<file path="config.mk">
export PLATFORM = sky130hd
export DESIGN_NAME = shifter_operand_pipe
export DESIGN_NICKNAME = d
export VERILOG_FILES = /design/src/rtl/shifter_pkg.sv /design/src/rtl/shifter_core.sv /design/src/rtl/shifter_operand_pipe.sv
export SDC_FILE = /design/constraint.sdc
export NUM_CORES = 1
export LEC_CHECK = 0
export ABC_AREA = 0
export BUFFER_PORTS_ARGS = -buffer_cell sky130_fd_sc_hd__buf_2
export CAP_MARGIN = 0
export CELL_PAD_IN_SITES_DETAIL_PLACEMENT = 0
export CELL_PAD_IN_SITES_GLOBAL_PLACEMENT = 1
export CORE_MARGIN = 2
export CORE_UTILIZATION = 40
export CTS_BUF_LIST = sky130_fd_sc_hd__clkbuf_4
export DETAILED_ROUTE_END_ITERATION = 6
export GPL_TIMING_DRIVEN = 0
export PLACE_DENSITY = 0.87
export SYNTH_ARGS = -nofsm -noshare
export SYNTH_HDL_FRONTEND = slang
export SYNTH_SLANG_ARGS = --single-unit
</file>
<file path="constraint.sdc">
create_clock -name clk -period 3.65 [get_ports clk]
set_clock_uncertainty 0.15 [all_clocks]
set_input_delay 0.1825 -clock clk [delete_from_list [all_inputs] [get_ports clk]]
set_output_delay 0.1825 -clock clk [all_outputs]
set_load 0.05 [all_outputs]
</file>
<file path="src/rtl/shifter_pkg.sv">
// Shared types for the shifter-operand pipeline: op codes,
// shift-type enum and the decoded stage-1 bundle.
package shifter_pkg;

    localparam logic [2:0] OP_SHIFT  = 3'b000;
    localparam logic [2:0] OP_IMM32  = 3'b001;
    localparam logic [2:0] OP_LS_IMM = 3'b010;
    localparam logic [2:0] OP_LS_REG = 3'b011;

    typedef enum logic [1:0] {
        LSL = 2'b00,
        LSR = 2'b01,
        ASR = 2'b10,
        ROR = 2'b11
    } shift_t;

    // Decoded S1 fields; amounts are 9-bit so WIDTH and above stay distinct
    typedef struct packed {
        shift_t     typ;
        logic [8:0] amt;
        logic       rrx;
        logic       amt_zero;
        logic       amt_eq_w;
        logic       amt_ge_w;
        logic       illegal;
    } s1_t;

endpackage

</file>
<file path="src/rtl/shifter_core.sv">
// Combinational log2(WIDTH)-level barrel shifter with ARM carry-out.
// Ports: typ/amt/special flags, rm, cin in; result, carry out.
module shifter_core
    import shifter_pkg::*;
#(
    parameter int WIDTH = 32
) (
    input  shift_t             typ,
    input  logic [8:0]         amt,
    input  logic               rrx,
    input  logic               amt_zero,
    input  logic               amt_eq_w,
    input  logic               amt_ge_w,
    input  logic [WIDTH-1:0]   rm,
    input  logic               cin,
    output logic [WIDTH-1:0]   result,
    output logic               carry
);

    localparam int LG = $clog2(WIDTH);

    logic [LG-1:0]    r;
    logic [LG-1:0]    idx_r;
    logic [LG-1:0]    idx_l;
    logic [WIDTH-1:0] src;
    logic [WIDTH-1:0] v;
    logic [WIDTH-1:0] lsl_res;
    logic             fill;

    assign r     = amt[LG-1:0];
    assign idx_r = r - LG'(1);
    // Left shift by r exposes bit WIDTH-r, i.e. -r modulo WIDTH
    assign idx_l = ~r + LG'(1);
    assign fill  = (typ == ASR) && rm[WIDTH-1];

    // Left shifts reuse the right-shift barrel on bit-reversed data
    always_comb begin
        src = '0;
        for (int i = 0; i < WIDTH; i++) begin
            src[i] = (typ == LSL) ? rm[WIDTH-1-i] : rm[i];
        end
        v = src;
        for (int i = 0; i < LG; i++) begin
            if (r[i]) begin
                if (typ == ROR) begin
                    v = (v >> (1 << i)) | (v << (WIDTH - (1 << i)));
                end else begin
                    v = (v >> (1 << i)) |
                        (fill ? ~({WIDTH{1'b1}} >> (1 << i)) : '0);
                end
            end
        end
        lsl_res = '0;
        for (int i = 0; i < WIDTH; i++) begin
            lsl_res[i] = v[WIDTH-1-i];
        end
    end

    always_comb begin
        result = rm;
        carry  = cin;
        if (rrx) begin
            result = {cin, rm[WIDTH-1:1]};
            carry  = rm[0];
        end else if (!amt_zero) begin
            case (typ)
                LSL: begin
                    result = amt_ge_w ? '0 : lsl_res;
                    carry  = amt_ge_w ? (amt_eq_w & rm[0]) : rm[idx_l];
                end
                LSR: begin
                    result = amt_ge_w ? '0 : v;
                    carry  = amt_ge_w ? (amt_eq_w & rm[WIDTH-1])
                                      : rm[idx_r];
                end
                ASR: begin
                    result = amt_ge_w ? {WIDTH{rm[WIDTH-1]}} : v;
                    carry  = amt_ge_w ? rm[WIDTH-1] : rm[idx_r];
                end
                default: begin
                    // Non-zero multiple of WIDTH leaves Rm in place
                    result = (r == '0) ? rm : v;
                    carry  = (r == '0) ? rm[WIDTH-1] : rm[idx_r];
                end
            endcase
        end
    end

endmodule

</file>
<file path="src/rtl/shifter_operand_pipe.sv">
// Two-stage valid/ready shifter-operand / load-store offset generator.
// Ports: clk, reset, in_* request (instr, rm, rs, cin, tag), out_* result.
module shifter_operand_pipe
    import shifter_pkg::*;
#(
    parameter int WIDTH = 32,
    parameter int TAG_W = 4
) (
    input  logic              clk,
    input  logic              reset,
    input  logic              in_valid,
    output logic              in_ready,
    input  logic [31:0]       in_instr,
    input  logic [WIDTH-1:0]  in_rm,
    input  logic [WIDTH-1:0]  in_rs,
    input  logic              in_cin,
    input  logic [TAG_W-1:0]  in_tag,
    output logic              out_valid,
    input  logic              out_ready,
    output logic [WIDTH-1:0]  out_result,
    output logic              out_carry,
    output logic              out_illegal,
    output logic [TAG_W-1:0]  out_tag
);

    localparam logic [8:0] W9 = 9'(WIDTH);

    s1_t              dec;
    logic [WIDTH-1:0] rm_dec;
    logic [2:0]       op;
    logic [4:0]       imm5;

    logic             s1_valid_d, s1_valid_q;
    s1_t              s1_dec_d, s1_dec_q;
    logic [WIDTH-1:0] s1_rm_d, s1_rm_q;
    logic             s1_cin_d, s1_cin_q;
    logic [TAG_W-1:0] s1_tag_d, s1_tag_q;

    logic             s2_valid_d, s2_valid_q;
    logic [WIDTH-1:0] res_d, res_q;
    logic             carry_d, carry_q;
    logic             illegal_d, illegal_q;
    logic [TAG_W-1:0] tag_d, tag_q;

    logic [WIDTH-1:0] core_res;
    logic             core_carry;
    logic             s1_adv, s2_adv;

    assign op   = in_instr[27:25];
    assign imm5 = in_instr[11:7];

    // Every op is folded onto the barrel: immediates become Rm with
    // amount 0 (LSL) or a ROR by 2*rot.
    always_comb begin
        dec     = '0;
        dec.typ = shift_t'(in_instr[6:5]);
        rm_dec  = in_rm;
        unique case (1'b1)
            op[2]: begin
                dec.illegal = 1'b1;
            end
            op == OP_IMM32: begin
                dec.typ = ROR;
                dec.amt = {4'b0, in_instr[11:8], 1'b0};
                rm_dec  = WIDTH'(in_instr[7:0]);
            end
            op == OP_LS_IMM: begin
                dec.typ = LSL;
                rm_dec  = WIDTH'(in_instr[11:0]);
            end
            op == OP_SHIFT && in_instr[4]: begin
                dec.amt = {1'b0, in_rs[7:0]};
            end
            default: begin
                dec.amt = {4'b0, imm5};
                if (imm5 == '0) begin
                    case (dec.typ)
                        LSR, ASR: dec.amt = W9;
                        ROR:      dec.rrx = 1'b1;
                        default:  ;
                    endcase
                end
            end
        endcase
        dec.amt_zero = (dec.amt == '0);
        dec.amt_eq_w = (dec.amt == W9);
        dec.amt_ge_w = (dec.amt >= W9);
    end

    assign s2_adv   = !s2_valid_q || out_ready;
    assign s1_adv   = !s1_valid_q || s2_adv;
    assign in_ready = s1_adv;

    shifter_core #(
        .WIDTH (WIDTH)
    ) u_core (
        .typ      (s1_dec_q.typ),
        .amt      (s1_dec_q.amt),
        .rrx      (s1_dec_q.rrx),
        .amt_zero (s1_dec_q.amt_zero),
        .amt_eq_w (s1_dec_q.amt_eq_w),
        .amt_ge_w (s1_dec_q.amt_ge_w),
        .rm       (s1_rm_q),
        .cin      (s1_cin_q),
        .result   (core_res),
        .carry    (core_carry)
    );

    always_comb begin
        s1_valid_d = s1_valid_q;
        s1_dec_d   = s1_dec_q;
        s1_rm_d    = s1_rm_q;
        s1_cin_d   = s1_cin_q;
        s1_tag_d   = s1_tag_q;
        s2_valid_d = s2_valid_q;
        res_d      = res_q;
        carry_d    = carry_q;
        illegal_d  = illegal_q;
        tag_d      = tag_q;
        if (s1_adv) begin
            s1_valid_d = in_valid;
            if (in_valid) begin
                s1_dec_d = dec;
                s1_rm_d  = rm_dec;
                s1_cin_d = in_cin;
                s1_tag_d = in_tag;
            end
        end
        if (s2_adv) begin
            s2_valid_d = s1_valid_q;
            if (s1_valid_q) begin
                res_d     = core_res;
                carry_d   = core_carry;
                illegal_d = s1_dec_q.illegal;
                tag_d     = s1_tag_q;
            end
        end
    end

    always_ff @(posedge clk) begin
        if (reset) begin
            s1_valid_q <= 1'b0;
            s1_dec_q   <= '0;
            s1_rm_q    <= '0;
            s1_cin_q   <= 1'b0;
            s1_tag_q   <= '0;
            s2_valid_q <= 1'b0;
            res_q      <= '0;
            carry_q    <= 1'b0;
            illegal_q  <= 1'b0;
            tag_q      <= '0;
        end else begin
            s1_valid_q <= s1_valid_d;
            s1_dec_q   <= s1_dec_d;
            s1_rm_q    <= s1_rm_d;
            s1_cin_q   <= s1_cin_d;
            s1_tag_q   <= s1_tag_d;
            s2_valid_q <= s2_valid_d;
            res_q      <= res_d;
            carry_q    <= carry_d;
            illegal_q  <= illegal_d;
            tag_q      <= tag_d;
        end
    end

    assign out_valid   = s2_valid_q;
    assign out_result  = res_q;
    assign out_carry   = carry_q;
    assign out_illegal = illegal_q;
    assign out_tag     = tag_q;

endmodule

</file>
==> results of run 1 <==
[cells by family after synthesis]
family | after synthesis | share of synthesized area
buffers and inverters | 139 | 0.0695
AND/OR/NAND/NOR | 322 | 0.164
AO/OA/AOI/OAI | 360 | 0.296
adder cells (fa/ha/maj) | 3 | 0.00436
flip-flops | 89 | 0.207
XOR/XNOR | 5 | 0.00508
multiplexers | 146 | 0.255
[registers in the layout (all words and copies together) (netlist names)]
signal,cells
s1_valid_q,1
out_tag,4
s1_dec_q,12
s1_tag_q,4
out_result,32
out_valid,1
s1_cin_q,1
s1_rm_q,32
out_carry,1
out_illegal,1
[power groups by stage]
| stage | logic, mW | registers (mW) | clock network (mW) |
|---|---|---|---|
| 2_1_floorplan | 0.833 | 1.16 | 0 |
| 3_3_place_gp | 1.40 | 1.09 | 0 |
| 3_5_place_dp | 1.39 | 1.09 | 0 |
| 4_1_cts | 1.46 | 1.07 | 0.616 |
| 5_1_grt | 1.59 | 1.09 | 0.644 |
| 6_report | 1.54 | 1.08 | 0.612 |
[worst max path at each step]
stage | slack, ns | to | start
finish | -0.15 | out_result[2] | s1_rm_q[1]
global route | 0.005 | out_result[2] | s1_rm_q[1]
floorplan | 0.14 | out_carry | s1_dec_q[5]
detailed placement | -1.40 | out_result[26] | s1_dec_q[5]
global placement | -1.53 | out_result[26] | s1_dec_q[5]
CTS | 0.01 | out_result[2] | s1_rm_q[26]
[cells in the mapped netlist (4+ instances only)]
master and instances:
a221o_1 9, buf_6 7, a22o_1 9, buf_1 18
xnor2_1 4, mux2_2 27, clkbuf_1 83, dfxtp_1 89
nand2b_1 6, o21a_1 7, nand3_1 22, a211o_1 5
a211oi_1 29, buf_2 14, nor2b_1 6, a21oi_1 80
and3_1 13, a311oi_1 10, a22oi_1 37, o211ai_1 13
a221oi_1 26, mux2i_1 61, o22ai_1 21, o21ai_0 45
o221ai_1 9, inv_1 12, and2_1 8, mux4_2 55
nand2_1 105, nor2_1 114, a21o_1 4, a31oi_1 9
nor3_1 30
[layer usage]
layer | up-vias | global-route usage | wire length (um)
met4 | 0 | 0.188 | 2450
met2 | 898 | 0.577 | 18800
met1 | 5017 | 0.514 | 16900
li1 | 4470 | - | -
met5 | - | 0 | 0
met3 | 172 | 0.100 | 5740
[worst max-delay path: stages, from the launching register on]
cell	delay (ns)
dfxtp_1	0.46
clkbuf_1	0.68
mux2i_1	0.17
a211oi_1	0.28
a21oi_1	0.11
mux2i_1	0.54
mux2i_1	0.33
and2_1	0.24
a2111oi_0	0.59
a311o_1	0.20
[through the flow]
step	instances	total power, mW	instance area, um2	hold slack, ns
finish	1527	3.24	10400	0.0190
global placement	1442	2.49	9480	0.263
global route	1527	3.32	10400	0.0602
floorplan	1064	2.00	8620	0.150
detailed placement	1442	2.48	9480	0.269
CTS	1524	3.15	10400	0.000367
[timing repair]
action	CTS	global route
cloned	0	0
pin swaps	3	2
buffers inserted	3	4
resized for setup	20	22
endpoints found under the hold margin	50	0
hold buffers	67	0
endpoints found under the setup margin	33	17
[layout make-up]
| class | instances | share of cell area |
|---|---|---|
| Sequential cell | 89 | 0.171 |
| Timing Repair Buffer | 177 | 0.119 |
| Tap cell | 275 | 0.0329 |
| Buffer | 118 | 0.0533 |
| Multi-Input combinational cell | 836 | 0.605 |
| Clock buffer | 9 | 0.00647 |
| Inverter | 15 | 0.00611 |
| Antenna cell | 1 | 0.000240 |
| Clock inverter | 7 | 0.00707 |
==> out/metrics.yaml, run 1 <==
antenna_found_initial: 1
fin_util: 0.495
track_usage: 0.384
worstPathArrival_ns: 4.14
r2r-end: "out_result[2]"
synth-main-ff-cell: "dfxtp_1"
ys_seq_elements: 89
gp_congestion: 1.04
netlist.area_leader.share: 0.207
nets: 1354
fillCellCount: 2118
r2r-start: "s1_rm_q[1]"
htree_levels: 3
worstHoldPathType: "in -> reg"
final_common_cell: "buf_2"
max_freq_ghz: 0.263
p_int_mw: 1.73
crit_type: "reg -> reg"
swShare: 0.465
clk_latency_ns: 0.53
syn_avg_cell_area_um2: 8.10
row_count: 53
worst_setup_path_start_kind: "register"
grt_start_max_net_pins: 19
wl_um: 43900
final_cell_mix: "115 x buf_2, 114 x nor2_1, 104 x nand2_1"
syn_inst: 1064
root_buffer: "clkbuf_4"
cts_buffer_depth: 2
yosysUniqueCellTypes: 76
comb_power_share: 0.476
syn_nets: 1172
status: "finished with violations"
regArea_mm2: 0.00178
grt_pass1_wl_um: 63800
die_h_um: 151
place_ws_ns: -1.40
syn_area_mm2: 0.00862
route.detailed.drc: 0
via_per_inst: 6.91
io_pins: 145
fin_setup_tns_ns: -0.246
yosys_warnings: 0
gr-total-overflow: 0
ir_worst_vdd_uv: 203
synth_seq_area_share: 0.207
violations: "setup timing"
fp.dieW_um: 151
grt_pass1_vias: 9879
leakage_nw: 3.91
synth_edf_count: 0
drive_above_1_share: 0.218
initial_core_util: 0.409
hold_depth: 4
p_per_area_mw_per_mm2: 310
port_buffers: 103
rsz0062_at_grt: "no"
drv_cap: 0
multi_input_area_mm2: 0.00632
antenna_left: 0
worst_slew_pin_slew_ns: 1.32
timing_hold_violations_final: 0
p_switching_mw: 1.51
period_share: 1.04
area_growth_pct: 21.2
seqPwrFrac: 0.335
core_area_mm2: 0.0211
drt-initial-drc-count: 1917
min-delay-start: "in_instr[27]"
synth_top_cell_by_area: "dfxtp_1"
r2r_cells: 9
synth_area_leaders: "dfxtp_1 21%, mux4_2 14%, mux2i_1 7.1%"
clock_sinks: 89
cp.required_ns: 3.99
async_flop_share: 0
detail_route.wl_per_cell_um: 28.7
first_pass_iters: 6
holdPathEnd: "s1_dec_q[0]"
dr_total_vias: 10600
slew_violations: 0
relSlewSlack: 0.110
rrSetupSlack_ns: -0.15
fin_crit_ns: 3.80
critPathMaxFanout: 10
p_clk_frac: 0.189
end_kind: "register"
die_area_mm2: 0.0227
cts_tree: "yes"
clkSlewWorstSetupHoldPaths_ns: 0.18
dp_hpwl_um: 32500
setup_slack_ns: -0.146
numCtsBuffers: 9
setup_viol: 2
No activity file was read; power rests on OpenSTA's default activity.
==> run 2, diff against run 1 <==
--- a/config.mk
+++ b/config.mk
@@ -18,4 +18,5 @@
 export PLACE_DENSITY = 0.87
 export SYNTH_ARGS = -nofsm -noshare
 export SYNTH_HDL_FRONTEND = slang
+export SYNTH_HIERARCHICAL = 1
 export SYNTH_SLANG_ARGS = --single-unit
==> constraint.sdc (replaced) <==
create_clock -name clk -period 3.65 [get_ports clk]
set_clock_uncertainty 0.15 [all_clocks]
set_input_delay 0.365 -clock clk [delete_from_list [all_inputs] [get_ports clk]]
set_output_delay 0.365 -clock clk [all_outputs]
set_load 0.05 [all_outputs]
==> run 2 against run 1 <==
  * The run now ends clean
  * Largest power group unchanged
  * Cell count rose by 4.1%
  * Critical endpoint is now out_result[18]
  * Largest cell class unchanged
  * Clock power rose by 9.6%
  * Worst setup slack improved by 0.20 ns
  * Non-clock buffer count fell by 45
  * Highest routed layer unchanged
==> out/metrics.yaml, run 2 <==
status: "finished clean"
r2r-end: "out_result[18]"
stdcell_area_mm2: 0.0106
detail_route.wl_per_cell_um: 27.3
r2r_cells: 11
cp.buffers_inverters: 1
stdcell_count: 1590
cts_buffer_depth: 2
startpoint: "s1_rm_q[25]"
crit_end: "out_result[18]"
drv_cap: 0
crit_type: "reg -> reg"
antenna_left: 0
max_stage_delay_ns: 0.61
via_per_inst: 6.80
dpl-instance-area_mm2: 0.00986
ir_worst_vdd_uv: 237
max_freq_ghz: 0.278
numCtsBuffers: 9
worst_slew_pin_slew_ns: 0.939
rrSetupSlack_ns: 0.06
gp_congestion: 1.04
route.detailed.drc: 0
crit_path_top_delay_cell: "clkbuf_1"
grt_pass1_wl_um: 64600
syn_area_mm2: 0.00900
worst_setup_path_start_kind: "register"
fp.dieW_um: 154
port_buffers: 102
fin_crit_ns: 3.59
htree_levels: 3
fin_setup_tns_ns: 0
die_h_um: 154
wl_um: 43500
root_buffer: "clkbuf_4"
leakage_nw: 3.78
track_usage: 0.360
clkSlewWorstSetupHoldPaths_ns: 0.17
final_common_cell: "nand2_1"
cp_cell_sequence: "clkbuf_1 -> a2bb2oi_1 -> a22oi_1 -> mux4_2 -> o22ai_1 -> a211oi_4 -> a211o_1 -> o211ai_1 -> a221oi_2 -> nand2_1 -> a21oi_1"
cp_top_family: "compound AO/OA/AOI/OAI gates"
dp_hpwl_um: 32800
drt-initial-drc-count: 1594
timing_hold_violations_final: 0
final_cell_mix: "176 x nand2_1, 145 x a21oi_1, 118 x buf_2"
critPathMaxFanout: 9
cts_tree: "yes"
worst_hold_slack_ns: 0.0399
min-delay-start: "out_ready"
setup_viol: 0
initial_core_util: 0.410
place_inst: 1551
antenna_found_initial: 1
io_pins: 145
syn_inst: 1169
drive_above_1_share: 0.220
core_area_mm2: 0.0220
gr-total-overflow: 0
clock_sinks: 89
clk_latency_ns: 0.49
period_share: 0.984
yosys_warnings: 6
die_area_mm2: 0.0237
end_kind: "register"
cp.depth: 11
worstHoldPathType: "in -> reg"
nets: 1412
relSlewSlack: 0.374
first_pass_iters: 6
syn_avg_cell_area_um2: 7.70
worstPathArrival_ns: 3.88
p_total_mw: 3.28
r2r-start: "s1_rm_q[25]"
syn_nets: 1277
cp.required_ns: 3.93
area_growth_pct: 17.4
dr_total_vias: 10800
slew_violations: 0
p_per_area_mw_per_mm2: 311
row_count: 54
grt_start_max_net_pins: 17
grt_pass1_vias: 10300
## run 2: cell count changes in the layout (fill, tap and decap cells not counted), moves of 9 or more
cell	change
nand2_1	+72
a21oi_1	+67
dlygate4sd3_1	-41
nor2_1	-32
mux2_2	-25
mux2i_1	+20
inv_1	+19
a221oi_1	-11
clkbuf_1	-11
o22ai_1	-11
a22oi_1	-9
and3_1	-9
## run 2: worst min path at each step
stage	endpoint	slack (ns)	cells after the start
2_1_floorplan	s1_dec_q[4]	0.28	2
3_3_place_gp	out_tag[2]	0.29	2
3_5_place_dp	out_result[19]	0.29	2
4_1_cts	out_valid	0.02	3
5_1_grt	out_valid	0.04	3
6_report	out_valid	0.04	3
## run 2: stage by stage
stage	setup WS, ns	utilization
after floorplan	0.100	-
after global placement	-1.61	0.449
after detailed placement	-1.45	0.449
after CTS	0.00561	0.472
after global routing	-0.0100	0.481
final	0.0567	0.481
## run 2: cell type report
cell class                 count  area, um2
fill                        2225      11400
multi-input combinational    921       6750
sequential                    89       1790
timing repair buffer         132        801
buffer                       118        581
tap                          280        350
inverter                      33        131
clock inverter                 7        100
clock buffer                   9       67.6
antenna                        1       2.50
## run 2: power by group
part | switching, mW | leakage, nW | internal [mW]
clock network | 0.388 | 0.0845 | 0.283
registers | 0.0946 | 0.728 | 1.03
logic | 0.961 | 2.97 | 0.530
## run 2: what timing repair did
action	CTS	global route
gates resized for setup	32	58
endpoints found under the hold margin	26	0
pin swaps	1	5
setup endpoints to repair	33	30
hold buffers	26	0
buffers inserted	0	4
## run 2: per-layer routing
layer / part of all wire / GRT usage / routed length [um]
met1: 0.39 / 0.474 / 17000
met2: 0.43 / 0.539 / 18500
met3: 0.13 / 0.104 / 5540
met4: 0.056 / 0.178 / 2420
met5: 0 / 0 / 0
## run 2: worst reg2reg max path: cells and delay by family (launching register included)
kind | cells | cell delay, ns
flip-flops | 1 | 0.36
buffers and inverters | 1 | 0.61
AO/OA/AOI/OAI | 8 | 2.01
AND/OR/NAND/NOR | 1 | 0.10
multiplexers | 1 | 0.32
